**config.mk**
```make
export PLATFORM = sky130hd
export DESIGN_NAME = branch_resolver
export DESIGN_NICKNAME = d
export VERILOG_FILES = /design/src/rtl/branch_resolver.sv
export SDC_FILE = /design/constraint.sdc
export NUM_CORES = 1
export LEC_CHECK = 0
export ABC_AREA = 1
export CELL_PAD_IN_SITES_DETAIL_PLACEMENT = 0
export CELL_PAD_IN_SITES_GLOBAL_PLACEMENT = 1
export CORE_ASPECT_RATIO = 0.5
export CORE_UTILIZATION = 38
export CTS_BUF_LIST = sky130_fd_sc_hd__clkbuf_8
export CTS_CLUSTER_DIAMETER = 120
export CTS_CLUSTER_SIZE = 25
export DETAILED_ROUTE_END_ITERATION = 8
export PLACE_DENSITY = 0.95
export SLEW_MARGIN = 20
export SYNTH_ARGS = -nofsm -noshare
export SYNTH_HDL_FRONTEND = slang
export SYNTH_SLANG_ARGS = --single-unit
```
**constraint.sdc**
```tcl
create_clock -name clk -period 5.3 [get_ports clk]
set_clock_uncertainty 0.1 [all_clocks]
set_input_delay 1.06 -clock clk [delete_from_list [all_inputs] [get_ports clk]]
set_output_delay 1.06 -clock clk [all_outputs]
set_load 0.01 [all_outputs]
```
**src/rtl/branch_resolver.sv**
```systemverilog
// rtl/branch_resolver.sv - gshare branch resolution, speculative GHR and mispredict recovery
module branch_resolver #(
    parameter int PC_W  = 32,
    parameter int GHR_W = 4,
    parameter int CNT_W = 16
) (
    input  logic             clk,
    input  logic             reset,
    input  logic [PC_W-1:0]  pc_F,
    input  logic [5:0]       opcode_F,
    input  logic             prediction_F,
    input  logic             stall,
    output logic [GHR_W-1:0] ghr_F,
    input  logic             branch_E,
    input  logic             bne_E,
    input  logic             eq_E,
    input  logic [PC_W-1:0]  target_E,
    output logic             update_en_E,
    output logic [GHR_W-1:0] pc_xor_gr_E,
    output logic             taken_E,
    output logic             mispredict_E,
    output logic [PC_W-1:0]  redirect_pc_E,
    output logic [CNT_W-1:0] branch_cnt,
    output logic [CNT_W-1:0] mispred_cnt
);

    localparam logic [5:0] OP_BEQ = 6'd4;
    localparam logic [5:0] OP_BNE = 6'd5;

    logic [GHR_W-1:0] ghr_spec;

    logic             fd_valid;
    logic             fd_is_br;
    logic             fd_pred;
    logic [PC_W-1:0]  fd_pc;
    logic [GHR_W-1:0] fd_ghr_ckpt;

    logic             de_valid;
    logic             de_is_br;
    logic             de_pred;
    logic [PC_W-1:0]  de_pc;
    logic [GHR_W-1:0] de_ghr_ckpt;

    logic is_br_F;
    logic br_E;

    assign is_br_F = (opcode_F == OP_BEQ) || (opcode_F == OP_BNE);
    assign ghr_F   = ghr_spec;

    // The decoder's E-stage view is authoritative; the carried is_br bit only cross-checks it.
    always_comb begin
        br_E          = de_valid && (branch_E || bne_E);
        taken_E       = br_E && (branch_E ? eq_E : ~eq_E);
        update_en_E   = br_E;
        pc_xor_gr_E   = de_pc[GHR_W-1:0] ^ de_ghr_ckpt;
        mispredict_E  = br_E && (de_pred != taken_E);
        redirect_pc_E = '0;
        if (mispredict_E) begin
            redirect_pc_E = taken_E ? target_E : de_pc + PC_W'(1);
        end
    end

    // A mispredict rebuilds history from the resolved branch's checkpoint, discarding any younger shifts.
    always_ff @(posedge clk or negedge reset) begin
        if (!reset) begin
            ghr_spec <= '0;
        end else if (mispredict_E) begin
            ghr_spec <= {de_ghr_ckpt[GHR_W-2:0], taken_E};
        end else if (is_br_F && !stall) begin
            ghr_spec <= {ghr_spec[GHR_W-2:0], prediction_F};
        end
    end

    always_ff @(posedge clk or negedge reset) begin
        if (!reset) begin
            fd_valid <= 1'b0;
        end else if (mispredict_E) begin
            fd_valid <= 1'b0;
        end else if (!stall) begin
            fd_valid <= 1'b1;
        end
    end

    always_ff @(posedge clk) begin
        if (!stall) begin
            fd_is_br    <= is_br_F;
            fd_pred     <= prediction_F;
            fd_pc       <= pc_F;
            fd_ghr_ckpt <= ghr_spec;
        end
    end

    always_ff @(posedge clk or negedge reset) begin
        if (!reset) begin
            de_valid <= 1'b0;
        end else if (mispredict_E || stall) begin
            de_valid <= 1'b0;
        end else begin
            de_valid <= fd_valid;
        end
    end

    always_ff @(posedge clk) begin
        de_is_br    <= fd_is_br;
        de_pred     <= fd_pred;
        de_pc       <= fd_pc;
        de_ghr_ckpt <= fd_ghr_ckpt;
    end

    always_ff @(posedge clk or negedge reset) begin
        if (!reset) begin
            branch_cnt  <= '0;
            mispred_cnt <= '0;
        end else begin
            if (update_en_E && (branch_cnt != '1)) begin
                branch_cnt <= branch_cnt + 1'b1;
            end
            if (mispredict_E && (mispred_cnt != '1)) begin
                mispred_cnt <= mispred_cnt + 1'b1;
            end
        end
    end

    always_ff @(posedge clk) begin
        if (reset && de_valid && (branch_E || bne_E)) begin
            assert (de_is_br)
                else $error("decoder flags a branch in E that was not a branch opcode at fetch");
        end
    end

endmodule
```
* Yosys cells after proc, flatten, opt, wreduce, memory -nomap -nowiden *
Index checks and enable logic that the tools add are counted.
W data, S select, Z words.

word-level totals
  register bits = 112
  output and inout port bits = 75
  logic and storage cells = 41

operators by class
  add/sub/neg operators = 3
  equality and inequality tests = 6
  mux-type cells = 8
  bitwise gates (word level) = 2
  reduce and logical (&&, ||, !) cells = 11

operators by type and width
  cell                     count
  $mux W32                 2
  $add A16 B1 Y16 const B  2
  $add A32 B1 Y32 const B  1
  $ne A16 B16 Y1 const B   2
  $eq A6 B3 Y1 const B     2
  $mux W4                  2
  $logic_and A1 B1 Y1      6
  $mux W1                  4
  $xor A4 B4 Y4            1
  $logic_or A1 B1 Y1       3
  $ne A2 B1 Y1 const B     1
  $reduce_bool A2 Y1       1
  $logic_not A1 Y1         1
  $ne A1 B1 Y1             1
  $not A1 Y1               1

* Logic depth before layout (Yosys ltp) *
  depth in word-level cells = 7
  depth in mapped cells = 11
  depth with buffers taken out = 10

* Worst setup path before layout *
Ideal clock, no wire load.

  path kind = input to output
  start point = input branch_E
  end point = output redirect_pc_E[20]
  data arrival time = 2.044 ns
  setup slack = 2.096 ns
  stages on the path = 8
  cell sequence = nor2_2 -> nor2_8 -> nand2_2 -> nand3_2 -> inv_2 -> buf_2 -> o21ai_0 -> nor2_1

between the ends
  cells in the longest elaborated chain, start to end = 6
  elaborated cells between the ends (all ways) = 8
  classes of those cells = 1 x eq/ne; 3 x mux; 4 x reduce/logical

RTL lines
  element                line  source
  start: declaration     14    input logic branch_E,
  $logic_or A1 B1 Y1     n/a
  $logic_and A1 B1 Y1    52    br_E = de_valid && (branch_E || bne_E);
  $logic_and A1 B1 Y1    53    taken_E = br_E && (branch_E ? eq_E : ~eq_E);
  $ne A1 B1 Y1           56    mispredict_E = br_E && (de_pred != taken_E);
  $logic_and A1 B1 Y1 *  56
  via mispredict_E       21    output logic mispredict_E,
  $mux W32 *             58    if (mispredict_E) begin
  end: declaration       22    output logic [PC_W-1:0] redirect_pc_E,

Mark *: on every way through the listed nets, which the timed path passes. The rest lies on a longest branch.

* Worst setup path in the final report *
  start point = input branch_E
  end point = output redirect_pc_E[7]

between the ends
  cells in the longest elaborated chain, start to end = 6
  elaborated cells between the ends (all ways) = 8
  classes of those cells = 1 x eq/ne; 3 x mux; 4 x reduce/logical

RTL lines
  element              line
  $logic_or A1 B1 Y1   n/a
  $logic_and A1 B1 Y1  52
  $logic_and A1 B1 Y1  53
  $ne A1 B1 Y1         56
  $logic_and A1 B1 Y1  56
  $mux W32 *           58

Every way passes the cells marked *; elsewhere a longest branch is shown, timed or not.

==> impl_metrics.json <==
{
  "status": "completed",
  "hp-class": "reg2reg",
  "drive_above_1_share_pct": 4.38,
  "antenna_found_initial": 0,
  "critPathArrivalTime_ns": 3.50,
  "min_period_ns": 4.66,
  "via_per_inst": 4.63,
  "die_x_microns": 173,
  "path_max_fanout": 42,
  "finalCritPeriodShare_pct": 88.0,
  "grt_usage_pct": 18.5,
  "finalWirelength_microns": 13700,
  "worstSetupPathType": "in2out",
  "syn_area_sq_mm": 0.00554,
  "postCtsHoldBufs": 0,
  "cts_made_buffers": 9,
  "die_area_sq_mm": 0.0151,
  "core_area_sq_mm": 0.0139,
  "ios": 152,
  "ys_async_sr_fraction_pct": 33.9,
  "cts_setup_buffers": 0,
  "areaGrowthSynthToFinish_pct": 33.9,
  "cp.required_ns": 4.14,
  "clk_pin_slew_ns": 0.10,
  "grt_pass1_wl_microns": 22100,
  "synth_cells": 711,
  "start_util_pct": 39.9,
  "remaining_drc_errors": 0,
  "worstSkewPairLatency_ns": 0.37,
  "startpoint_type": "input pin",
  "synth_warnings": 0,
  "gp_congestion": 0.866,
  "drtIter0Drc": 273,
  "clk_path_buf_depth": 2,
  "leakagePower_nw": 3.22,
  "die_y_microns": 87.4,
  "cts_root_buffer": "clkbuf_8",
  "irDropWorstVdd_mv": 0.191,
  "hold_viol_final": 0,
  "wire_per_inst_microns": 12.9,
  "pre_cts_ws_ns": 0.609,
  "row_count": 30,
  "ys.flop_type": "dfrtp_1",
  "yosysSeqAreaShare_pct": 50.6,
  "syn_avg_cell_area_sq_um": 7.79,
  "fin_ws_ns": 0.638,
  "antennaDiodeCount": 0,
  "grt_start_max_net_pins": 43,
  "synth_top_area_share_pct": 20.1,
  "htreeDepth": 3,
  "p_per_area_mw_per_mm2": 304,
  "power_mw": 2.26,
  "cts_sinks": 112,
  "ys_types": 32,
  "finalMaxSlewViolations": 0,
  "synth_nets": 791,
  "worst_pin_slew_ns": 0.869,
  "via_count": 4905,
  "portBuffers": 150,
  "rsz0062_at_grt": "no",
  "synth_common_cells": "nand2_1, nor2_1, inv_1, nand3_1, o21ai_0",
  "hold_slack_ns": 0.248,
  "grt_pass1_vias": 4546,
  "crit_path_end_kind": "output port",
  "grt-ovfl-total": 0,
  "yosysTopAreaCell": "edfxtp_1",
  "synth.most_common_cell": "nand2_1",
  "route.antenna.remaining_nets": 0,
  "setup_viol": 0,
  "dpl.hpwl_microns": 10300,
  "synth_area_leaders": "edfxtp_1, dfrtp_1, nand2_1",
  "slew_headroom_pct": 42.1,
  "setup_tns_ns": 0,
  "fin_cells": 1059,
  "cts_resized": 0,
  "first_pass_iters": 4,
  "max_freq_mhz": 215,
  "cts_tree": "yes",
  "maxCapViolations": 0,
  "synth_edf_count": 37,
  "nets": 942,
  "synth_seq_cells": 112,
  "post-place-cells": 1043
}
[logic make-up after synthesis]
family	count (synthesis)	share of synthesized area [%]
compound gates	64	6.03
xor+xnor	31	4.90
fa+ha+maj	3	0.678
buf+inv	93	7.00
flops	112	50.6
simple gates	408	30.8
[flip-flops by register name (all words and copies together) (netlist names)]
name,flops
de_pc,32
fd_pc,32
fd_pred,1
branch_cnt,16
de_valid,1
fd_ghr_ckpt,4
ghr_F,4
fd_valid,1
mispred_cnt,16
de_pred,1
de_ghr_ckpt,4
[cell type report]
type	instances	area, sq um
Clock buffer	10	138
Timing Repair Buffer	153	1520
Inverter	80	300
Sequential cell	112	2800
Multi-Input combinational cell	506	2350
Tap cell	192	240
Fill cell	1313	6470
Clock inverter	6	67.6
[critical path: stages]
cell and delay [ns]:
clkdlybuf4s50_1 0.56, nor2_2 0.10, nor2_8 0.31, nor2_4 0.05, inv_2 0.50, nor2_1 0.09
nor2_1 0.09, o21ai_0 0.08, inv_1 0.07, clkdlybuf4s50_1 0.56
[worst paths after layout]
kind | from | endpoint | slack [ns] | cells after the start
min in group asynchronous | reset | branch_cnt[2] | 0.68 | 1
worst max-delay path | branch_E | redirect_pc_E[7] | 0.64 | 10
worst max register to register | mispred_cnt[0] | mispred_cnt[15] | 3.01 | 9
max in group asynchronous | reset | branch_cnt[11] | 3.86 | 1
worst min register to register | fd_pc[0] | de_pc[0] | 0.25 | 0
worst min-delay path | fd_pc[0] | de_pc[0] | 0.25 | 0
[report_power, final]
group | leakage [nW] | internal, mW | switching (mW)
registers | 1.17 | 1.02 | 0.123
logic | 1.94 | 0.307 | 0.287
clock network | 0.104 | 0.234 | 0.287
total | 3.22 | 1.56 | 0.697
[through the flow]
stage	area [sq um]	util [%]
after global routing	7410	53.4
after detailed placement	7210	51.9
after CTS	7410	53.4
final	7410	53.4
after floorplan	5540	-
after global placement	7210	51.9
[cell usage in the layout (no fill, tap or decap), drive strengths merged]
master	n
xor2	23
nand4	4
dfrtp	38
o21bai	1
bufinv	1
a31oi	2
or2	2
nor3	14
xnor2	8
edfxtp	37
nor2	125
clkbuf	10
nand3	45
clkinv	2
o21ai	45
clkinvlp	1
ha	3
nand3b	6
clkdlybuf4s50	149
o211a	1
inv	82
dfxtp	37
a21oi	15
buf	4
nand2	212
[layer usage]
layer,up-vias,share of wire [%],GRT usage [%]
met5,-,0,0
met4,0,1.0,4.75
met3,13,3.6,3.36
met2,100,48,32.2
met1,2250,48,24.0
li1,2542,-,-
Note: power is estimated with default switching activity, not from simulation.
==> variant, RTL diff (same flow settings) <==
The parameter `CNT_W` goes from 16 to 14.
--- a/src/rtl/branch_resolver.sv
+++ b/src/rtl/branch_resolver.sv
@@ -4,3 +4,3 @@
     parameter int GHR_W = 4,
-    parameter int CNT_W = 16
+    parameter int CNT_W = 14
 ) (
Ports: changed (resized branch_cnt and mispred_cnt); port bits go from 152 to 148. No check against the original RTL was run, so the function may have changed too.
==> variant against the original RTL <==
- synthesized area fell by 4.0%
- highest routed layer unchanged
- worst setup slack better by 120 ps
- sequential share of layout area down 0.14 points
- count of clock-buffer cells in the layout shrank 1
- non-clock buffer count decreased by 2
- clock power fell by 2%
- wire length fell by 2.8%
- final area is 3.2% lower
- sequential cell count decreased by 4
- power fell by 2.1%
- hold slack got worse by 7.4 ps
==> variant: results (changes against the original RTL) <==
Run status
  – Outcome: finished clean (unchanged)

Routing
  – Wl on met1: 6020 um (was 6520 um)
  – Met2 wire length: 6510 um (was 6550 um)
  – Met3 routed WL: 692 um (was 493 um)
  – Via density: 4.61 (was 4.63)
  – Final WL: 13300 um (was 13700 um)

Worst setup path
  – R2r endpoint: mispred_cnt[13] (was mispred_cnt[15])
  – CP Max Fanout: 14 (was 42)
  – Worst-case reg-to-reg path depth: 9 (unchanged)
  – CP endpoint: redirect_pc_E[6] (was redirect_pc_E[7])
  – FF-to-FF setup slack: 3230 ps (was 3010 ps)

Cells and area
  – Fraction of area in registers: 37.7% (was 37.8%)
  – ClkCell Share: 2.93% (was 2.77%)
  – # fillers: 1291 (was 1313)
  – Footprint of the multi-input gates: 2220 um2 (was 2350 um2)
  – Clock buf count: 9 (was 10)
  – Share of cells above drive strength 1: 5.18% (was 4.38%)
  – Final core utilization: 52.8% (was 53.4%)
  – NonClk Buf Share: 21.1% (was 20.5%)
  – Multi-input gate count: 478 (was 506)
  – Final Non-Filler Cells: 1022 (was 1059)
  – Non-clk invs: 77 (was 80)

Clocking
  – # H-tree levels: 3 (unchanged)
  – Clock sink total: 108 (was 112)

Hold path
  – Min-Delay Startpoint: fd_pc[8] (was fd_pc[0])
  – Worst hold endpoint: de_pc[8] (was de_pc[0])
  – Min-Delay Path Depth: 0 (unchanged)

Global routing
  – First-pass GRT wire length: 21600 um (was 22100 um)
  – Largest net degree at the start of global routing: 40 (was 43)
  – GRT Util Overall: 19.1% (was 18.5%)

Placement
  – HPWL after DPL: 10000 um (was 10300 um)
  – Placed Area: 6970 um2 (was 7210 um2)
  – Final GP Congestion: 0.884 (was 0.866)
  – DP Worst Slack: 719 ps (was 609 ps)
  – Number of port buffers: 146 (was 150)

Timing
  – Slew HR: 65.0% (was 42.1%)
  – Fin Hold WS: 241 ps (was 248 ps)
  – Setup ws final: 762 ps (was 638 ps)

Synthesis
  – Sequential element share of the synthesized area: 50.9% (was 50.6%)
  – Commonest cells in the synthesized netlist: 200 x nand2_1, 110 x nor2_1, 74 x inv_1 (was 210 x nand2_1, 118 x nor2_1, 75 x inv_1)
  – Synth unique cells: 30 (was 32)
  – Net Count, Synth: 755 (was 791)
  – Main area contributors after synthesis: edfxtp_1 21%, dfrtp_1 16%, nand2_1 14%, dfxtp_1 14%, nor2_1 7.8% (was edfxtp_1 20%, dfrtp_1 17%, nand2_1 14%, dfxtp_1 13%, nor2_1 8.0%)
  – Syn Inst Count: 675 (was 711)
  – Async S/R FF share, synth: 31.5% (was 33.9%)

Die
  – Die width: 169 um (was 173 um)
-- variant: where the power goes --
part           switching, mW  leakage (nW)  total (mW)  internal (mW)
Clock                  0.320         0.105       0.512          0.193
Sequential             0.119          1.12        1.11          0.988
Combinational          0.281          1.89       0.590          0.309
Total                  0.720          3.11        2.21           1.49
-- variant: metal layers --
| metal | vias up | global-route usage (%) |
|---|---|---|
| met1 | 2166 | 24.4 |
| li1 | 2429 | - |
| met3 | 8 | 4.01 |
| met5 | - | 0 |
| met2 | 109 | 33.6 |
| met4 | 0 | 3.52 |
-- variant: cell families after synthesis --
family	count (synthesis)	share of synthesized area [%]
simple gates	391	30.9
flops	108	50.9
buf+inv	89	7.30
compound gates	55	5.42
xor+xnor	29	4.78
fa+ha+maj	3	0.706
-- variant: critical path, stage by stage --
cell             delay (ps)
clkdlybuf4s50_1         480
nor2_1                  210
nor2_4                  110
nand2_2                  90
nand3_4                 140
inv_1                   420
o21ai_0                 170
a21oi_1                 150
clkdlybuf4s50_1         560
